File: config.mk
export PLATFORM = sky130hd
export DESIGN_NAME = gray_to_bin_rx
export DESIGN_NICKNAME = d
export VERILOG_FILES = /design/src/rtl/gray_to_bin_rx.sv
export SDC_FILE = /design/constraint.sdc
export NUM_CORES = 1
export LEC_CHECK = 0
export ABC_AREA = 0
export BUFFER_PORTS_ARGS = -buffer_cell sky130_fd_sc_hd__buf_2
export CAP_MARGIN = 0
export CELL_PAD_IN_SITES_DETAIL_PLACEMENT = 1
export CELL_PAD_IN_SITES_GLOBAL_PLACEMENT = 1
export CORE_MARGIN = 2
export CORE_UTILIZATION = 41
export DETAILED_ROUTE_END_ITERATION = 10
export GPL_TIMING_DRIVEN = 0
export PLACE_DENSITY = 0.78
export SYNTH_ARGS = -nofsm -noshare
export SYNTH_HDL_FRONTEND = slang
export SYNTH_SLANG_ARGS = --single-unit
File: constraint.sdc
create_clock -name clk -period 3.1 [get_ports clk]
set_input_delay 0.155 -clock clk [delete_from_list [all_inputs] [get_ports clk]]
set_output_delay 0.155 -clock clk [all_outputs]
set_load 0.1 [all_outputs]
File: src/rtl/gray_to_bin_rx.sv
// gray_to_bin_rx
// Receives a stream of Gray-coded words and decodes each one to binary.
// Each decoded word is held in a single output register. Every transition is
// classified against the previously accepted word: HOLD, UP, DOWN or JUMP.
// Illegal jumps are counted in a saturating counter.
//
// Handshake (both sides): a word moves when valid && ready are high at a rising
// clk edge. in_ready = !out_valid || out_ready, so the single output register
// can be refilled in the same cycle it drains (one word per clock). While
// out_valid && !out_ready, every output holds stable and no input is taken.
//
// Ports:
//   clk, rst_n            rising-edge clock, asynchronous active-low reset
//   in_valid/in_ready     input handshake
//   in_gray  [WIDTH]      Gray-coded input word
//   out_valid/out_ready   output handshake
//   out_bin  [WIDTH]      decoded binary word
//   out_dir  [2]          00 HOLD, 01 UP, 10 DOWN, 11 JUMP
//   out_first             first word since reset or clear
//   out_err              illegal transition (JUMP)
//   err_count[ERR_CNT_W] saturating count of accepted JUMP words
//   clear                 synchronous: forget reference word, zero err_count
module gray_to_bin_rx #(
  parameter int WIDTH     = 4,
  parameter int ERR_CNT_W = 8
) (
  input  logic                 clk,
  input  logic                 rst_n,
  input  logic                 in_valid,
  output logic                 in_ready,
  input  logic [WIDTH-1:0]     in_gray,
  output logic                 out_valid,
  input  logic                 out_ready,
  output logic [WIDTH-1:0]     out_bin,
  output logic [1:0]           out_dir,
  output logic                 out_first,
  output logic                 out_err,
  output logic [ERR_CNT_W-1:0] err_count,
  input  logic                 clear
);

  localparam logic [1:0] DIR_HOLD = 2'b00;
  localparam logic [1:0] DIR_UP   = 2'b01;
  localparam logic [1:0] DIR_DOWN = 2'b10;
  localparam logic [1:0] DIR_JUMP = 2'b11;

  localparam logic [WIDTH-1:0]     ONE     = WIDTH'(1);
  localparam logic [ERR_CNT_W-1:0] ERR_MAX = {ERR_CNT_W{1'b1}};

  typedef enum logic {
    NO_REF   = 1'b0,
    HAVE_REF = 1'b1
  } state_t;

  state_t state, state_nx;

  logic             accept;
  logic [WIDTH-1:0] bin_dec;
  logic [WIDTH-1:0] ref_gray;
  logic [WIDTH-1:0] ref_bin;
  logic [WIDTH-1:0] diff;
  logic             one_bit;
  logic             first_nx;
  logic [1:0]       dir_nx;
  logic             err_nx;

  assign in_ready = !out_valid || out_ready;
  assign accept   = in_valid && in_ready;

  // Binary bit i is the XOR of all Gray bits from the MSB down to i.
  for (genvar i = 0; i < WIDTH; i++) begin : g_dec
    assign bin_dec[i] = ^in_gray[WIDTH-1:i];
  end

  // Exactly one bit differs from the reference Gray word.
  assign diff    = in_gray ^ ref_gray;
  assign one_bit = (diff != '0) && ((diff & (diff - ONE)) == '0);

  // State register
  always_ff @(posedge clk or negedge rst_n) begin
    if (!rst_n) state <= NO_REF;
    else        state <= state_nx;
  end

  // Next state. A word accepted together with clear becomes the new reference,
  // so the machine lands in HAVE_REF. A clear on its own drops the reference.
  always_comb begin
    state_nx = state;
    if (clear)       state_nx = accept ? HAVE_REF : NO_REF;
    else if (accept) state_nx = HAVE_REF;
  end

  // Output decode: classification of the word on in_gray against the reference.
  always_comb begin
    first_nx = (state == NO_REF) || clear;
    dir_nx   = DIR_HOLD;
    err_nx   = 1'b0;
    if (!first_nx) begin
      if (diff == '0) begin
        dir_nx = DIR_HOLD;
      end else if (one_bit && (bin_dec == ref_bin + ONE)) begin
        dir_nx = DIR_UP;
      end else if (one_bit && (bin_dec == ref_bin - ONE)) begin
        dir_nx = DIR_DOWN;
      end else begin
        dir_nx = DIR_JUMP;
        err_nx = 1'b1;
      end
    end
  end

  // Reference word and output register
  always_ff @(posedge clk or negedge rst_n) begin
    if (!rst_n) begin
      ref_gray  <= '0;
      ref_bin   <= '0;
      out_valid <= 1'b0;
      out_bin   <= '0;
      out_dir   <= DIR_HOLD;
      out_first <= 1'b0;
      out_err   <= 1'b0;
    end else if (accept) begin
      ref_gray  <= in_gray;
      ref_bin   <= bin_dec;
      out_valid <= 1'b1;
      out_bin   <= bin_dec;
      out_dir   <= dir_nx;
      out_first <= first_nx;
      out_err   <= err_nx;
    end else if (out_ready) begin
      out_valid <= 1'b0;
    end
  end

  // Error counter counts at acceptance, not at output handshake.
  always_ff @(posedge clk or negedge rst_n) begin
    if (!rst_n) begin
      err_count <= '0;
    end else if (clear) begin
      err_count <= '0;
    end else if (accept && err_nx && (err_count != ERR_MAX)) begin
      err_count <= err_count + ERR_CNT_W'(1);
    end
  end

endmodule

==> results of run 1 <==
[final cells by class]
type / instances / area (um2)
fill: 343 / 1390
clock buffer: 4 / 26.3
tap: 31 / 38.8
sequential: 21 / 526
inverter: 6 / 22.5
multi-input combinational: 89 / 666
timing repair buffer: 26 / 135
buffer: 4 / 30.0
[metal layers]
| metal | track usage, % | part of all wire, % | vias to the layer above |
|---|---|---|---|
| met4 | 3.90 | 0.75 | 0 |
| met1 | 23.3 | 46 | 508 |
| met3 | 3.28 | 3.8 | 4 |
| li1 | - | - | 488 |
| met5 | 0 | 0 | - |
| met2 | 31.3 | 49 | 18 |
[through the flow]
stage,hold WS (ns),area [um2],cells
final,0.0727,1440,181
after global routing,0.0799,1440,181
after CTS,0.0682,1440,181
after global placement,0.135,1410,176
after floorplan,-0.141,1240,120
after detailed placement,0.140,1410,176
[registers in the layout, indices dropped and copies added, names as in the netlist]
name,flops
ref_bin,3
ref_gray,4
err_count,8
out_valid,1
out_first,1
out_dir,2
state,1
out_err,1
[power groups by stage]
stage | combinational [uW] | clock [uW] | sequential, uW
after global placement | 365 | 0 | 329
after floorplan | 180 | 0 | 457
after global routing | 404 | 150 | 330
after CTS | 382 | 141 | 327
final | 377 | 139 | 326
after detailed placement | 380 | 0 | 332
[cells by family after synthesis]
family          Yosys count
simple gates             36
compound gates           26
flops                    21
xor+xnor                 17
buf+inv                  10
mux                       7
fa+ha+maj                 3
[worst paths after layout]
kind	start	end	slack [ns]	depth (start not counted)
min in group asynchronous	rst_n	out_dir[0]$_DFFE_PN0P_	0.31	2
max	ref_bin[0]$_DFFE_PN0P_	err_count[1]$_DFFE_PN0P_	0.55	9
min	in_valid	out_valid$_DFFE_PN0P_	0.07	2
max in group asynchronous	rst_n	err_count[5]$_DFFE_PN0P_	2.46	2
min reg2reg	out_err$_DFFE_PN0P_	out_err$_DFFE_PN0P_	0.49	1
max reg2reg	ref_bin[0]$_DFFE_PN0P_	err_count[1]$_DFFE_PN0P_	0.55	9
[critical path, delay by kind of cell (launching register included)]
| kind | cells | cell delay (ns) |
|---|---|---|
| fa+ha+maj | 1 | 0.34 |
| simple gates | 2 | 0.40 |
| flops | 1 | 0.44 |
| xor+xnor | 1 | 0.17 |
| mux | 1 | 0.29 |
| compound gates | 2 | 0.53 |
| buf+inv | 2 | 0.27 |
[Yosys cell counts]
cell | instances | area [um2]
a211oi_1 | 1 | 7.51
a21boi_0 | 1 | 7.51
a21o_1 | 1 | 7.51
a21oi_1 | 6 | 30.0
a22o_1 | 2 | 17.5
a22oi_1 | 1 | 7.51
a311oi_1 | 1 | 8.76
a31oi_1 | 1 | 6.26
a31oi_2 | 1 | 12.5
and2_1 | 3 | 18.8
and3_1 | 4 | 25.0
buf_4 | 2 | 15.0
buf_6 | 1 | 11.3
clkbuf_1 | 1 | 3.75
dfrtp_1 | 21 | 526
ha_1 | 3 | 37.5
inv_1 | 6 | 22.5
mux2_2 | 5 | 56.3
mux2_4 | 1 | 15.0
mux2i_1 | 1 | 10.0
nand2_1 | 5 | 18.8
nand2_2 | 1 | 6.26
nand2b_1 | 2 | 12.5
nand3_1 | 8 | 40.0
nand4_1 | 1 | 6.26
nor2_1 | 2 | 7.51
nor2_2 | 1 | 6.26
nor2b_1 | 2 | 12.5
nor3_1 | 2 | 10.0
o211a_1 | 1 | 10.0
o211ai_1 | 2 | 15.0
o21ai_0 | 3 | 15.0
o311ai_0 | 1 | 8.76
o31ai_1 | 3 | 22.5
o41ai_1 | 1 | 8.76
or3_1 | 3 | 18.8
or4_1 | 2 | 15.0
xnor2_1 | 11 | 96.3
xnor2_2 | 1 | 16.3
xor2_1 | 4 | 35.0
xor2_2 | 1 | 16.3
[what timing repair did]
action	in CTS	in global routing
endpoints found under the hold margin	21	0
resized for setup	0	0
hold buffers	1	0
==> key figures, run 1 <==
STA
  – Worst slew margin: 67.4%
  – Skew final: 0.0143 ns
  – Total negative slack: 0 ns
  – Setup violators final: 0
  – Max Slew Vio Count: 0
  – Final Critical Period: 2.55 ns
  – Fmax achieved: 393 MHz
  – Fin. Hold Viols: 0
  – Slew at the pin closest to its max-slew limit: 0.492 ns
  – RSZ-0062 raised after global routing: no
  – Period utilization: 82.2%
  – PnR worst setup slack: 0.553 ns

Worst setup path
  – Crit path arrival time: 2.75 ns
  – Max FO, Critical Path: 10
  – Critical path class: reg2reg
  – Crit-path slowest cell: dfrtp_1
  – Crit-path cells: inv_1 > ha_1 > xor2_1 > or3_1 > a21oi_1 > o211a_1 > buf_6 > nor2_2 > mux2_4
  – Worst Setup Start Kind: flip-flop
  – Setup crit end kind: flip-flop
  – Max stage delay on crit path: 0.44 ns
  – CP required: 3.30 ns

Route
  – Routed len/inst: 15.5 um
  – Routed wire length: 2.80 mm
  – Routed vias/inst: 5.62
  – Number of routed nets with antenna violations: 0
  – Vias: 1,018
  – Final routed DRC violation total: 0
  – TritonRoute pass-1 iters: 4
  – Initial DRC count: 20

Global route
  – Global Route Usage Sum: 18.0%
  – First-pass GRT wire length: 4.77 mm
  – Number of global-route vias before repair: 1,055
  – Antenna violations before repair: 0
  – Largest net degree at the start of global routing: 22
  – Grt ovf: 0

Cells and area
  – Area growth syn-to-layout: 16.1%
  – Most frequent cells in the layout: buf_2 (25), dfrtp_1 (21), xnor2_1 (11)
  – Post-layout util: 51.0%
  – Most common cell after layout, fill and taps aside: buf_2
  – Diodes inserted: 0
  – NumNets Final: 163
  – Layout cells sized above 1: 28.0%

Power
  – P per Cell Area: 583 mW/mm2
  – Clock power frac: 16.5%
  – Switch share: 45.9%
  – Comb power frac: 44.8%
  – Psw: 386 uW
  – Max VDD drop: 0.000279 V
  – Design Power: 842 uW
  – Leak: 0.000685 uW
  – Cell Int Power: 456 uW
  – Reg power frac: 38.7%

Die
  – Die area: 0.00349 mm2
  – Die W: 59.1 um
  – Die Y: 59.1 um
  – Initial Utilization: 44.0%
  – Core Box Area: 0.00283 mm2
  – I/O pin count: 27
  – Num rows: 19

Synth
  – Post-synthesis sequential area ratio: 42.3%
  – Syn Nets: 132
  – Synth Area in Compound Gates: 14.9%
  – Seq cells post-synth: 21
  – Cells after synthesis: 120
  – Xor and xnor area share after synthesis: 13.2%
  – YS warnings: 0
  – Largest family of logic cells by synthesized area: simple AND/OR/NAND/NOR gates
  – Syn Std Cell Area: 0.00124 mm2
  – Post-Synth Simple-Gate Area: 15.9%
  – Library cells used by synthesis: 41
  – Syn Area/Cell: 10.4 um2
  – Mux contribution to synthesized area: 6.54%
  – Post-Synth Adder-Cell Area: 3.02%

Clock network
  – H-tree depth: 1
  – Clock buffer count from CTS: 3
  – CTS tree: built
  – Worst-Skew Late Latency: 0.31 ns
  – Deepest clock path buffer count: 2
  – Clock Pin Slew Worst Setup and Hold Paths: 0.13 ns
  – CTS root buf: clkbuf_4
  – CTS sink count: 21
  – Setup repair bufs after CTS: 0

Hold path
  – Hold Path Class: in2reg

Placed design
  – DP HPWL: 2.13 mm
  – Routability congestion estimate: 0.736
  – PortBufs: 25
  – Pre-CTS setup slack: 0.588 ns

Flow run
  – Maximum Capacitance Violations: 0

Status
  – Outcome: completed
(Power assumes the default switching activity.)
==> run 2: changes to the inputs <==
--- a/config.mk
+++ b/config.mk
@@ -11,10 +11,10 @@
 export CELL_PAD_IN_SITES_DETAIL_PLACEMENT = 1
 export CELL_PAD_IN_SITES_GLOBAL_PLACEMENT = 1
 export CORE_MARGIN = 2
-export CORE_UTILIZATION = 41
+export CORE_UTILIZATION = 37
 export DETAILED_ROUTE_END_ITERATION = 10
 export GPL_TIMING_DRIVEN = 0
-export PLACE_DENSITY = 0.78
+export PLACE_DENSITY = 0.75
 export SYNTH_ARGS = -nofsm -noshare
 export SYNTH_HDL_FRONTEND = slang
 export SYNTH_SLANG_ARGS = --single-unit
==> constraint.sdc (replaced) <==
create_clock -name clk -period 2.3 [get_ports clk]
set_input_delay 0.115 -clock clk [delete_from_list [all_inputs] [get_ports clk]]
set_output_delay 0.115 -clock clk [all_outputs]
set_load 0.1 [all_outputs]
==> key figures, run 2 (same netlist as run 1, synthesis figures left out) <==
Worst setup path
  – Max FO, Critical Path: 8 (-2)
  – Crit path arrival time: 2.57 ns (-0.18 ns)
  – Buf+Inv Stages, Crit Path: 2 (unchanged)
  – Setup crit end kind: flip-flop
  – Max stage delay on crit path: 0.54 ns (+0.10 ns)
  – Crit-path leading delay family: flip-flops
  – Crit-path slowest cell: dfrtp_4
  – Crit-path cells: inv_4 > ha_4 > xnor2_2 > or3_1 > a21oi_2 > o211a_1 > buf_6 > nor2_4 > mux2_4
  – R2R Path Start: ref_bin[0]$_DFFE_PN0P_
  – Worst-case reg-to-reg path depth: 9 (unchanged)
  – CP required: 2.52 ns (-0.78 ns)
  – Reg2reg setup slack: -0.05 ns (-0.60 ns)
  – Worst Setup Start Kind: flip-flop
  – Critical path class: reg2reg
  – Reg2reg end: err_count[1]$_DFFE_PN0P_

Cells and area
  – Post-layout util: 47.4% (-3.7 points)
  – Top reg by flops: err_count
  – Design area: 0.00156 mm2 (+7.7%)
  – Most frequent cells in the layout: buf_2 (25), dfrtp_1 (17), xnor2_1 (10)
  – Largest regs: err_count: 8 flops, ref_gray: 4 flops, ref_bin: 3 flops
  – Footprint of the multi-input gates: 706 um2 (+6.0%)
  – Layout cells sized above 1: 37.4% (+9.4 points)
  – Reg area: 536 um2 (+1.9%)
  – Most common cell after layout, fill and taps aside: buf_2
  – Area growth syn-to-layout: 25.1%
  – Diodes inserted: 0 (unchanged)
  – NumNets Final: 168 (+3.1%)
  – Number of flip-flops in the largest register: 8 (unchanged)
  – # fillers: 388 (+13%)

STA
  – Max Slew Vio Count: 0 (unchanged)
  – Skew final: 0.00438 ns (-0.00989 ns)
  – Setup violators final: 1 (+1)
  – Final Critical Period: 2.35 ns (-0.199 ns)
  – Fmax achieved: 426 MHz (+8.5%)
  – Total negative slack: -0.0486 ns (-0.0486 ns)
  – Period utilization: 102% (+20 points)
  – Fin. Hold Viols: 0 (unchanged)
  – PnR worst setup slack: -0.0486 ns (-0.601 ns)
  – Worst slew margin: 67.4% (about the same)
  – RSZ-0062 raised after global routing: yes
  – Slew at the pin closest to its max-slew limit: 0.492 ns (+0.000604 ns)

Route
  – Routed vias/inst: 5.24 (-6.8%)
  – Vias: 1,054 (+3.5%)
  – Initial DRC count: 18 (-10%)
  – Final routed DRC violation total: 0 (unchanged)
  – Routed len/inst: 15.5 um (-0.15%)
  – TritonRoute pass-1 iters: 4 (unchanged)
  – Routed wire length: 3.11 mm (+11%)
  – Number of routed nets with antenna violations: 0 (unchanged)

Clock network
  – Clock buffer count from CTS: 3 (unchanged)
  – Clock Pin Slew Worst Setup and Hold Paths: 0.13 ns (about the same)
  – CTS sink count: 21 (unchanged)
  – CTS root buf: clkbuf_4
  – Worst-Skew Late Latency: 0.32 ns (about the same)
  – Deepest clock path buffer count: 2 (unchanged)
  – H-tree depth: 1 (unchanged)
  – CTS tree: built

Global route
  – Antenna violations before repair: 0 (unchanged)
  – Largest net degree at the start of global routing: 22 (unchanged)
  – Global Route Usage Sum: 18.4% (+0.43 points)
  – Grt ovf: 0 (unchanged)
  – First-pass GRT wire length: 5.09 mm (+6.7%)
  – Number of global-route vias before repair: 1,139 (+8.0%)

Placed design
  – Post-DP Area: 0.00147 mm2 (+4.2%)
  – DP HPWL: 2.28 mm (+7.1%)
  – Routability congestion estimate: 0.777 (+5.5%)
  – PortBufs: 25 (unchanged)

Die
  – Die area: 0.00384 mm2 (+10%)
  – Num rows: 21 (+2)
  – Initial Utilization: 37.9% (-6.1 points)
  – I/O pin count: 27 (unchanged)
  – Die W: 62.0 um (+4.9%)
  – Core Box Area: 0.00328 mm2 (+16%)
  – Die Y: 62.0 um (+4.9%)

Hold path
  – Hold Path Class: in2reg
  – Hold path endpoint: out_valid$_DFFE_PN0P_
  – Hold Path Depth: 2 (unchanged)
  – HP Start: in_valid

Power
  – Leak: 0.000717 uW (+4.7%)
  – Design Power: 1230 uW (+46%)
  – Max VDD drop: 0.000281 V (+0.70%)
  – P per Cell Area: 792 mW/mm2 (+36%)

Status
  – Outcome: complete, but fails checks
  – Failing checks: setup timing

Flow run
  – Maximum Capacitance Violations: 0 (unchanged)
## run 2: cell types whose count changed in the layout (fill, tap and decap cells not counted), sizes merged
cell  change
buf       +5
## run 2: power by group
part           total [uW]  internal [uW]  switching, uW
Sequential            450            411           39.0
Clock                 191           68.0            123
Combinational         590            189            401
Total                1230            668            563
## run 2: per-layer routing
metal	global-route usage, %	vias to the layer above	wire length, um
li1	-	499	-
met1	22.1	527	1320
met2	32.6	21	1640
met5	0	-	0
met3	2.69	7	82
met4	7.90	0	64
## run 2: what timing repair did
action,CTS,global route
endpoints found under the setup margin,1,8
endpoints found under the hold margin,21,0
pin swaps,2,3
hold buffers,1,0
buffers inserted,3,2
resized for setup,0,4
## run 2: worst max path at each step
stage / startpoint / to / slack [ns] / cells past startpoint
2_1_floorplan: ref_bin[1]$_DFFE_PN0P_ / err_count[1]$_DFFE_PN0P_ / -0.02 / 9
5_1_grt: ref_bin[0]$_DFFE_PN0P_ / err_count[1]$_DFFE_PN0P_ / -0.12 / 9
4_1_cts: ref_bin[0]$_DFFE_PN0P_ / err_count[1]$_DFFE_PN0P_ / 0.005 / 9
3_5_place_dp: ref_bin[1]$_DFFE_PN0P_ / err_count[1]$_DFFE_PN0P_ / -0.007 / 9
3_3_place_gp: ref_bin[0]$_DFFE_PN0P_ / err_count[1]$_DFFE_PN0P_ / 0.06 / 9
6_report: ref_bin[0]$_DFFE_PN0P_ / err_count[1]$_DFFE_PN0P_ / -0.05 / 9
## run 2: layout make-up
type / count / area share [%]
multi-input combinational: 89 / 45.4
inverter: 6 / 1.77
clock buffer: 4 / 1.69
buffer: 4 / 1.93
timing repair buffer: 31 / 11.1
sequential: 21 / 34.4
tap: 46 / 3.70
## run 2: through the flow
step                cells  worst slack [ns]  hold slack, ns
floorplan             120           -0.0154          -0.181
global placement      191            0.0591          0.0969
detailed placement    191          -0.00700           0.103
CTS                   199           0.00543          0.0298
global route          201            -0.116          0.0380
finish                201           -0.0486          0.0256
